## config.mk

```make
export PLATFORM = sky130hd
export DESIGN_NAME = alu_op_issuer
export DESIGN_NICKNAME = d
export VERILOG_FILES = /design/src/rtl/alu_pkg.sv /design/src/rtl/alu_op_issuer.sv
export SDC_FILE = /design/constraint.sdc
export NUM_CORES = 1
export LEC_CHECK = 0
export CORE_MARGIN = 2
export CORE_UTILIZATION = 45
export DETAILED_ROUTE_END_ITERATION = 10
export GPL_ROUTABILITY_DRIVEN = 1
export PLACE_DENSITY = 0.85
export RECOVER_POWER = 100
export SYNTH_ARGS = -nofsm -noshare
export SYNTH_HDL_FRONTEND = slang
export SYNTH_SLANG_ARGS = --single-unit
```

## constraint.sdc

```tcl
create_clock -name clk -period 2.8 [get_ports clk]
set_input_delay 0.28 -clock clk [delete_from_list [all_inputs] [get_ports clk]]
set_output_delay 0.28 -clock clk [all_outputs]
set_load 0.02 [all_outputs]
```

## src/rtl/alu_pkg.sv

```systemverilog
// Shared definitions for the 4-bit ALU interface.
//   alu_op_e       : ALU opcode encoding driven on the ctrl bus
//   issuer_state_e : operation sequencing states of alu_op_issuer
//   ALU_W          : operand/result width of the ALU
package alu_pkg;

  localparam int unsigned ALU_W = 4;

  typedef enum logic [2:0] {
    ADD = 3'b000,
    SUB = 3'b001,
    NOT = 3'b010,
    AND = 3'b011,
    OR  = 3'b100,
    XOR = 3'b101,
    LT  = 3'b110,
    EQ  = 3'b111
  } alu_op_e;

  typedef enum logic [1:0] {
    IDLE,
    DRIVE,
    CAPT,
    RESP
  } issuer_state_e;

endpackage

```

## src/rtl/alu_op_issuer.sv

```systemverilog
// Initiator side of the combinational ALU interface.
// Accepts one operation on the req channel, drives registered operands and
// opcode to the ALU, captures the result after one settle cycle and returns
// it on the rsp channel. Also keeps sticky carry/overflow flags and a
// saturating count of completed operations.
//
// Ports:
//   clk, rst_n                   clock, async active-low reset
//   req_valid/req_ready          request handshake
//   req_a, req_b, req_op         operation request
//   alu_a, alu_b, alu_ctrl       registered ALU inputs (held between ops)
//   alu_res, alu_car, alu_of     combinational ALU outputs
//   rsp_valid/rsp_ready          response handshake
//   rsp_res, rsp_car, rsp_of,
//   rsp_zero                     captured result
//   clr_flags                    synchronous clear of sticky flags
//   sticky_car, sticky_of        sticky status
//   op_count                     completed operations, saturating
module alu_op_issuer
  import alu_pkg::*;
#(
  parameter int unsigned W     = ALU_W,
  parameter int unsigned CNT_W = 8
) (
  input  logic             clk,
  input  logic             rst_n,
  input  logic             req_valid,
  output logic             req_ready,
  input  logic [W-1:0]     req_a,
  input  logic [W-1:0]     req_b,
  input  alu_op_e          req_op,
  output logic [W-1:0]     alu_a,
  output logic [W-1:0]     alu_b,
  output alu_op_e          alu_ctrl,
  input  logic [W-1:0]     alu_res,
  input  logic             alu_car,
  input  logic             alu_of,
  output logic             rsp_valid,
  input  logic             rsp_ready,
  output logic [W-1:0]     rsp_res,
  output logic             rsp_car,
  output logic             rsp_of,
  output logic             rsp_zero,
  input  logic             clr_flags,
  output logic             sticky_car,
  output logic             sticky_of,
  output logic [CNT_W-1:0] op_count
);

  issuer_state_e state, state_nxt;

  always_ff @(posedge clk or negedge rst_n) begin
    if (!rst_n) begin
      state <= IDLE;
    end else begin
      state <= state_nxt;
    end
  end

  // Handshake outputs are pure state decodes, so reset forces req_ready=1
  // and rsp_valid=0 without waiting for a clock.
  always_comb begin
    state_nxt = state;
    req_ready = 1'b0;
    rsp_valid = 1'b0;
    case (state)
      IDLE: begin
        req_ready = 1'b1;
        if (req_valid) state_nxt = DRIVE;
      end
      DRIVE: state_nxt = CAPT;
      CAPT:  state_nxt = RESP;
      RESP: begin
        rsp_valid = 1'b1;
        if (rsp_ready) state_nxt = IDLE;
      end
      default: state_nxt = IDLE;
    endcase
  end

  // ALU inputs change only on an accept and hold afterwards.
  always_ff @(posedge clk or negedge rst_n) begin
    if (!rst_n) begin
      alu_a    <= '0;
      alu_b    <= '0;
      alu_ctrl <= ADD;
    end else if (state == IDLE && req_valid) begin
      alu_a    <= req_a;
      alu_b    <= req_b;
      alu_ctrl <= req_op;
    end
  end

  // The ALU has had the whole DRIVE cycle to settle; sample it leaving DRIVE.
  always_ff @(posedge clk or negedge rst_n) begin
    if (!rst_n) begin
      rsp_res  <= '0;
      rsp_car  <= 1'b0;
      rsp_of   <= 1'b0;
      rsp_zero <= 1'b0;
    end else if (state == DRIVE) begin
      rsp_res  <= alu_res;
      rsp_car  <= alu_car;
      rsp_of   <= alu_of;
      rsp_zero <= (alu_res == '0);
    end
  end

  // In CAPT the clear applies to the old value only, so a simultaneous set
  // still leaves the flag at 1.
  always_ff @(posedge clk or negedge rst_n) begin
    if (!rst_n) begin
      sticky_car <= 1'b0;
      sticky_of  <= 1'b0;
    end else if (state == CAPT) begin
      sticky_car <= (sticky_car & ~clr_flags) | rsp_car;
      sticky_of  <= (sticky_of  & ~clr_flags) | rsp_of;
    end else if (clr_flags) begin
      sticky_car <= 1'b0;
      sticky_of  <= 1'b0;
    end
  end

  always_ff @(posedge clk or negedge rst_n) begin
    if (!rst_n) begin
      op_count <= '0;
    end else if (state == CAPT && op_count != '1) begin
      op_count <= op_count + CNT_W'(1);
    end
  end

endmodule

```

==> results of run 1 <==
## critical path: stages, from the launching register on
cell and delay (ps):
dfrtp_1 420, inv_1 90, ha_1 220, dlygate4sd3_1 710
## per-layer routing
| layer | track usage [%] | routed length, um | up-vias |
|---|---|---|---|
| met4 | 8.97 | 48 | 0 |
| met2 | 30.2 | 1360 | 36 |
| met1 | 20.4 | 1040 | 456 |
| li1 | - | - | 448 |
| met5 | 0 | 0 | - |
| met3 | 8.62 | 255 | 5 |
## cell type report
type                            count  area share, %
Sequential cell                    30           39.4
Timing Repair Buffer               52           27.0
Multi-Input combinational cell     57           26.1
Clock buffer                        6           2.69
Tap cell                           31           2.04
Clock inverter                      1           1.58
Inverter                            6           1.18
## kinds of logic (layout without fill, tap and decap cells)
group | count (synthesis) | count (layout)
compound gates | 9 | 9
xor+xnor | 3 | 3
fa+ha+maj | 5 | 5
buf+inv | 8 | 65
flops | 30 | 30
mux | 23 | 23
simple gates | 17 | 17
## sequential cells by signal, summed over array words and instances, names as in the netlist
| signal | flops |
|---|---|
| rsp_res | 4 |
| alu_a | 4 |
| sticky_car | 1 |
| alu_b | 4 |
| state | 2 |
| op_count | 8 |
| rsp_of | 1 |
| sticky_of | 1 |
| rsp_zero | 1 |
| rsp_car | 1 |
| alu_ctrl | 3 |
## metrics by stage
| stage | std cells | worst slack, ps | power [mW] | hold WS (ps) | cell area [um^2] |
|---|---|---|---|---|---|
| final | 183 | 769 | 2.20 | 505 | 1910 |
| after floorplan | 95 | 1300 | 1.43 | -15.6 | 1290 |
| after global placement | 176 | 1220 | 1.92 | 491 | 1840 |
| after CTS | 183 | 807 | 2.32 | 331 | 1920 |
| after global routing | 183 | 670 | 2.34 | 529 | 1910 |
| after detailed placement | 176 | 1170 | 1.96 | 493 | 1840 |
## placed cells by master (no fill, tap or decap)
cell	n
clkdlybuf4s50_1	20
o21ai_0	4
nor2b_1	1
xnor2_1	2
mux2_4	1
o21a_1	1
clkbuf_8	1
o211ai_1	1
nor4_1	1
a21oi_1	1
clkbuf_4	5
o32a_2	1
ha_1	5
and4_1	1
nand2b_1	1
xor2_1	1
o2111ai_1	1
nand4_1	2
dlygate4sd3_1	31
inv_1	6
clkbuf_1	1
bufinv_16	1
and3_1	1
nand3_1	2
nand2_1	7
nor2_1	1
dfrtp_1	30
mux2_2	22
## power breakdown
part | switching [mW] | leakage, nW | internal [mW]
registers | 0.144 | 0.365 | 0.640
logic | 0.528 | 0.437 | 0.538
clock network | 0.139 | 0.0443 | 0.208
total | 0.811 | 0.846 | 1.39
## worst paths after layout
check	start	endpoint
worst max-delay path	state[0]	req_ready
worst min-delay path	alu_b[2]	alu_b[2]
worst max register to register	state[0]	op_count[7]
worst min register to register	alu_b[2]	alu_b[2]
max in group asynchronous	rst_n	state[0]
min in group asynchronous	rst_n	op_count[5]
==> impl_table.tex, run 1 <==
\begin{tabular}{lr}
\hline
Metric & Value \\
\hline
\multicolumn{2}{l}{\textbf{Outcome}} \\
\quad Status & complete, but fails checks \\
\quad Violations in the final reports & capacitance limit, slew limit \\
\multicolumn{2}{l}{\textbf{Yosys}} \\
\quad Simple-gate area share of the yosys netlist & 7.27\% \\
\quad Fraction of the yosys area taken by sequential cells & 58.1\% \\
\quad Cell area after technology mapping & 1290 um\^{}2 \\
\quad Most numerous cell in the Yosys netlist & dfrtp\_1 \\
\quad Mux contribution to synthesized area & 20.3\% \\
\quad Synth Area in XOR/XNOR & 2.03\% \\
\quad Cell taking the most area after synthesis & dfrtp\_1 \\
\quad Prevailing post-synth register cell & dfrtp\_1 \\
\quad Syn\_nets & 122 \\
\quad Area fraction of the dominant cell type after synthesis & 58.1\% \\
\quad Synthesized netlist cell count & 95 \\
\quad Async SR Flop Fraction & 100\% \\
\quad Number of synthesis warnings & 0 \\
\quad Compound-cell area share of the yosys netlist & 4.94\% \\
\quad Most frequent cells after synthesis & dfrtp\_1, mux2\_2, nand2\_1, inv\_1, ha\_1 \\
\quad Post-synthesis share of cell area spent on full adders, half adders and majority gates & 4.84\% \\
\quad Yosys reg bits & 30 \\
\quad Average instance area after synthesis & 13.6 um\^{}2 \\
\quad Post-synth cell types & 26 \\
\quad Main combinational cell family by area after synthesis & multiplexers \\
\quad Top cells by area, synth & dfrtp\_1, mux2\_2, ha\_1 \\
\quad Number of synthesized flops with an enable pin & 0 \\
\multicolumn{2}{l}{\textbf{Clock network}} \\
\quad Total of hold buffers inserted after clock tree synthesis & 0 \\
\quad TritonCTS clock tree & done \\
\quad Post-cts resize count & 0 \\
\quad Buffer count from post-CTS setup fixing & 0 \\
\quad Total CTS buffers & 5 \\
\quad Clock slew at reported path FFs & 90 ps \\
\quad Clock tree sinks & 30 \\
\quad H-tree depth reported by CTS & 2 \\
\quad Clock Root Buffer & clkbuf\_4 \\
\quad Clock latency on the worst-skew pair & 320 ps \\
\quad Longest Clk Path Bufs & 2 \\
\multicolumn{2}{l}{\textbf{Worst setup path}} \\
\quad Required time of the worst setup path & 2520 ps \\
\quad Critical path type & reg2out \\
\quad Worst setup EP type & primary output \\
\quad Worst Path Max Fanout & 4 \\
\quad Slack of the worst reg-to-reg path & 1170 ps \\
\quad Kind of launch point of the worst setup path & register \\
\quad Data arrival time at the worst-slack endpoint & 1750 ps \\
\quad Worst Reg-to-Reg Cells & 5 \\
\multicolumn{2}{l}{\textbf{Placement}} \\
\quad HPWL reported at the end of detailed placement & 2.07 mm \\
\quad GP Congestion & 0.690 \\
\quad Count of buffers from port buffering & 51 \\
\multicolumn{2}{l}{\textbf{Die}} \\
\quad Top-level port count & 52 \\
\quad Height of the chip & 57.6 um \\
\quad Initial cell density of the core & 47.2\% \\
\quad Core region area & 2730 um\^{}2 \\
\quad Die ar. & 3310 um\^{}2 \\
\quad Floorplan row count & 19 \\
\quad Overall die width & 57.6 um \\
\multicolumn{2}{l}{\textbf{Cells and area}} \\
\quad Area Growth Syn to Fin & 47.6\% \\
\quad Sequential cell area & 751 um\^{}2 \\
\quad NumNets Final & 179 \\
\quad Area of the multi-input gates & 498 um\^{}2 \\
\quad Filler cells & 206 \\
\quad Utilization after layout & 69.7\% \\
\quad Fraction of layout instances using a drive strength above 1 & 20.4\% \\
\quad ANT cells & 0 \\
\multicolumn{2}{l}{\textbf{STA}} \\
\quad Unrepaired setup endpoints after global routing & no \\
\quad Clock skew & 8.96 ps \\
\quad Count of endpoints failing setup in the final report & 0 \\
\quad Min cycle time layout & 2030 ps \\
\quad Rel. slew slack & -4.99\% \\
\quad Slew of the pin with the lowest slew margin & 1570 ps \\
\quad Total Neg Setup Slack & 0 ps \\
\quad Period utilisation layout & 72.5\% \\
\quad Total count of max-transition violations in the final report & 31 \\
\quad Fmax & 492 MHz \\
\quad Total count of hold-check failures in the final report & 0 \\
\multicolumn{2}{l}{\textbf{Drt}} \\
\quad Number of design rule violations left after detail routing & 0 \\
\quad Iteration count of the initial detailed-routing pass & 4 \\
\quad Drt first-iter violations & 13 \\
\quad Detailed-route wire length & 2.71 mm \\
\quad Final routed wire length divided by cell count & 14.8 um \\
\quad Post-route antenna net violation count & 0 \\
\quad Via/cell ratio & 5.16 \\
\quad Via count & 945 \\
\multicolumn{2}{l}{\textbf{Global routing}} \\
\quad Maximum number of pins on one net before global-route repair & 31 \\
\quad GRT Util Overall & 18.6\% \\
\quad Number of global-route vias before repair & 980 \\
\quad Wire length of the first global-routing pass & 4.48 mm \\
\quad Antenna violations before repair & 0 \\
\quad Leftover overflow at the end of global routing & 0 \\
\multicolumn{2}{l}{\textbf{Min path}} \\
\quad Worst hold path class & reg2reg \\
\quad Instance count along the most critical hold path & 1 \\
\multicolumn{2}{l}{\textbf{Power and ir drop}} \\
\quad Worst vdd ir & 739 uV \\
\quad LEAKAGE & 0.846 nW \\
\quad Ratio of total power to cell area & 1150 nW/um\^{}2 \\
\multicolumn{2}{l}{\textbf{Job}} \\
\quad Maximum Capacitance Violations & 1 \\
\hline
\end{tabular}
Note: power is estimated with default switching activity, not from simulation.
==> run 2, diff against run 1 <==
- CORE_UTILIZATION: 45 -> 42
- PLACE_DENSITY: 0.85 -> 0.8
- clock period: 2.8 -> 1.9 ns (I/O delays scaled with it)
==> impl_table.tex, run 2 (synthesized netlist as in run 1, its figures left out) <==
\begin{tabular}{lr}
\hline
Metric & Value \\
\hline
\multicolumn{2}{l}{\textbf{Outcome}} \\
\quad Status & finished clean \\
\multicolumn{2}{l}{\textbf{Worst setup path}} \\
\quad Endpoint of the lowest-slack register-to-register path & op\_count[7] \\
\quad Slack of the worst reg-to-reg path & 220 ps (-950 ps) \\
\quad Kind of launch point of the worst setup path & register \\
\quad Total stage count of the critical path & 2 (-1) \\
\quad Data arrival time at the worst-slack endpoint & 1500 ps (-250 ps) \\
\quad Launch point of the worst path & state[0] \\
\quad Worst Reg-to-Reg Cells & 5 (unchanged) \\
\quad Worst path slowest cell & clkdlybuf4s50\_1 \\
\quad Worst setup path endpoint & rsp\_valid \\
\quad CP max stage delay & 610 ps (-100 ps) \\
\quad Required time of the worst setup path & 1710 ps (-810 ps) \\
\quad Worst setup EP type & primary output \\
\quad Reg2Reg Launch Point & state[0] \\
\quad Number of buffers and inverters on the critical path & 1 (-1) \\
\quad Category of cells accounting for the largest share of critical-path delay & buffers and inverters \\
\quad Worst Path Max Fanout & 4 (unchanged) \\
\quad Critical path type & reg2out \\
\quad Critical path cell sequence & ha\_1, clkdlybuf4s50\_1 \\
\multicolumn{2}{l}{\textbf{Cells and area}} \\
\quad Largest Register & op\_count \\
\quad Area Growth Syn to Fin & 45.0\% \\
\quad Fraction of layout instances using a drive strength above 1 & 19.7\% (-0.66 points) \\
\quad Filler cells & 239 (+16\%) \\
\quad ANT cells & 0 (unchanged) \\
\quad Flip-flop count of the largest register, all copies and words added & 8 (unchanged) \\
\quad Most frequent standard cell in the layout excluding fill and tap cells & dfrtp\_1 \\
\quad Number of non-filler instances in the completed layout & 185 (+1.1\%) \\
\quad NumNets Final & 179 (unchanged) \\
\quad Commonest cells after routing, fill and taps aside & dfrtp\_1, dlygate4sd3\_1, mux2\_2 \\
\quad Design Area, Final & 1870 um\^{}2 (-1.8\%) \\
\multicolumn{2}{l}{\textbf{Clock network}} \\
\quad H-tree depth reported by CTS & 2 (unchanged) \\
\quad Longest Clk Path Bufs & 2 (unchanged) \\
\quad Total CTS buffers & 5 (unchanged) \\
\quad Clock Root Buffer & clkbuf\_4 \\
\quad TritonCTS clock tree & done \\
\quad Clock tree sinks & 30 (unchanged) \\
\quad Clock latency on the worst-skew pair & 320 ps (about the same) \\
\quad Clock slew at reported path FFs & 80 ps (about the same) \\
\multicolumn{2}{l}{\textbf{STA}} \\
\quad Rel. slew slack & 50.9\% (+56 points) \\
\quad Fmax & 590 MHz \\
\quad Slew of the pin with the lowest slew margin & 737 ps (-838 ps) \\
\quad Total count of max-transition violations in the final report & 0 (-100\%) \\
\quad Period utilisation layout & 89.2\% \\
\quad Count of endpoints failing setup in the final report & 0 (unchanged) \\
\quad Unrepaired setup endpoints after global routing & no \\
\quad Final critical-path setup slack & 206 ps (-564 ps) \\
\quad Min cycle time layout & 1690 ps \\
\quad Total Neg Setup Slack & 0 ps (unchanged) \\
\quad Total count of hold-check failures in the final report & 0 (unchanged) \\
\quad Clock skew & 1.76 ps (-7.20 ps) \\
\multicolumn{2}{l}{\textbf{Power and ir drop}} \\
\quad Total chip power & 3.06 mW (+40\%) \\
\quad Ratio of total power to cell area & 1640 nW/um\^{}2 (+42\%) \\
\quad Worst vdd ir & 768 uV (+3.8\%) \\
\quad LEAKAGE & 0.829 nW (-2.0\%) \\
\multicolumn{2}{l}{\textbf{Global routing}} \\
\quad Maximum number of pins on one net before global-route repair & 31 (unchanged) \\
\quad Number of global-route vias before repair & 987 (+0.71\%) \\
\quad Antenna violations before repair & 0 (unchanged) \\
\quad Wire length of the first global-routing pass & 4.41 mm (-1.5\%) \\
\quad GRT Util Overall & 17.1\% (-1.4 points) \\
\quad Leftover overflow at the end of global routing & 0 (unchanged) \\
\multicolumn{2}{l}{\textbf{Drt}} \\
\quad Detailed-route wire length & 2.62 mm (-3.2\%) \\
\quad Via/cell ratio & 5.06 (-2.0\%) \\
\quad Number of design rule violations left after detail routing & 0 (unchanged) \\
\quad Iteration count of the initial detailed-routing pass & 3 (-1) \\
\quad Via count & 936 (-0.95\%) \\
\quad Final routed wire length divided by cell count & 14.2 um (-4.3\%) \\
\quad Drt first-iter violations & 13 (unchanged) \\
\quad Post-route antenna net violation count & 0 (unchanged) \\
\multicolumn{2}{l}{\textbf{Placement}} \\
\quad Count of buffers from port buffering & 51 (unchanged) \\
\quad HPWL reported at the end of detailed placement & 2.00 mm (-3.6\%) \\
\quad Dpl cells & 178 (+1.1\%) \\
\quad GP Congestion & 0.787 (+14\%) \\
\quad Worst slack at placement & 258 ps (-915 ps) \\
\quad Post-DP Area & 1840 um\^{}2 (+0.14\%) \\
\multicolumn{2}{l}{\textbf{Die}} \\
\quad Overall die width & 59.4 um (+3.3\%) \\
\quad Die ar. & 3530 um\^{}2 (+6.6\%) \\
\quad Floorplan row count & 20 (+1) \\
\quad Height of the chip & 59.4 um (+3.3\%) \\
\quad Core region area & 2980 um\^{}2 (+8.9\%) \\
\quad Top-level port count & 52 (unchanged) \\
\quad Initial cell density of the core & 43.4\% (-3.9 points) \\
\multicolumn{2}{l}{\textbf{Job}} \\
\quad Maximum Capacitance Violations & 0 (-1) \\
\multicolumn{2}{l}{\textbf{Min path}} \\
\quad Worst hold path class & in2reg \\
\hline
\end{tabular}
run 2: cell types whose count changed in the layout (fill, tap and decap cells not counted):
cell             before  now
dlygate4sd3_1        31   29
bufinv_16             1    0
clkbuf_1              1    2
clkbuf_2              0    1
clkbuf_8              1    0
clkdlybuf4s50_1      20   21
dlygate4sd2_1         0    1
run 2: timing repair:
item,in CTS,in global routing
resized for setup,1,0
endpoints found under the setup margin,1,0
setup buffers,0,0
hold buffers,0,0
run 2: layer usage:
| layer | GRT usage (%) | vias up | wire (um) |
|---|---|---|---|
| met3 | 5.68 | 7 | 222 |
| met5 | 0 | - | 0 |
| met1 | 20.5 | 443 | 1080 |
| met4 | 7.47 | 0 | 63 |
| met2 | 27.9 | 39 | 1260 |
| li1 | - | 447 | - |
run 2: per-stage QoR:
step / util, % / hold WS [ps]
3_3_place_gp: 61.8 / 491
2_1_floorplan: - / -106
3_5_place_dp: 61.8 / 492
5_1_grt: 62.9 / 474
6_report: 62.9 / 458
4_1_cts: 63.3 / 265
run 2: area by class of cell:
type	count	area, um^2	area share [%]
inverters	6	22.5	1.20
well taps	33	41.3	2.21
multi-input cells	57	498	26.6
repair buffers	52	514	27.5
flip-flops and latches	30	751	40.1
clock buffers	7	45.0	2.41
run 2: worst register-to-register path: stages (launching register included):
cell	delay [ps]
dfrtp_1	420
inv_1	100
ha_1	300
and4_1	310
nand3_1	130
mux2_4	310
run 2: how the worst min path moves through the flow:
stage / from / end / slack [ps] / cells after the start
2_1_floorplan: rst_n / alu_a[0] / -110 / 0
3_3_place_gp: rsp_res[1] / rsp_res[1] / 490 / 1
3_5_place_dp: alu_a[1] / alu_a[1] / 490 / 1
4_1_cts: rst_n / rsp_of / 270 / 2
5_1_grt: clr_flags / sticky_car / 470 / 2
6_report: clr_flags / sticky_of / 460 / 2
run 2: where the power goes:
part           total [mW]  leakage [nW]  switching (mW)  internal (mW)
clock network       0.337        0.0254           0.197          0.139
registers            1.15         0.365           0.208          0.943
logic                1.58         0.439           0.782          0.795
total                3.06         0.829            1.19           1.88
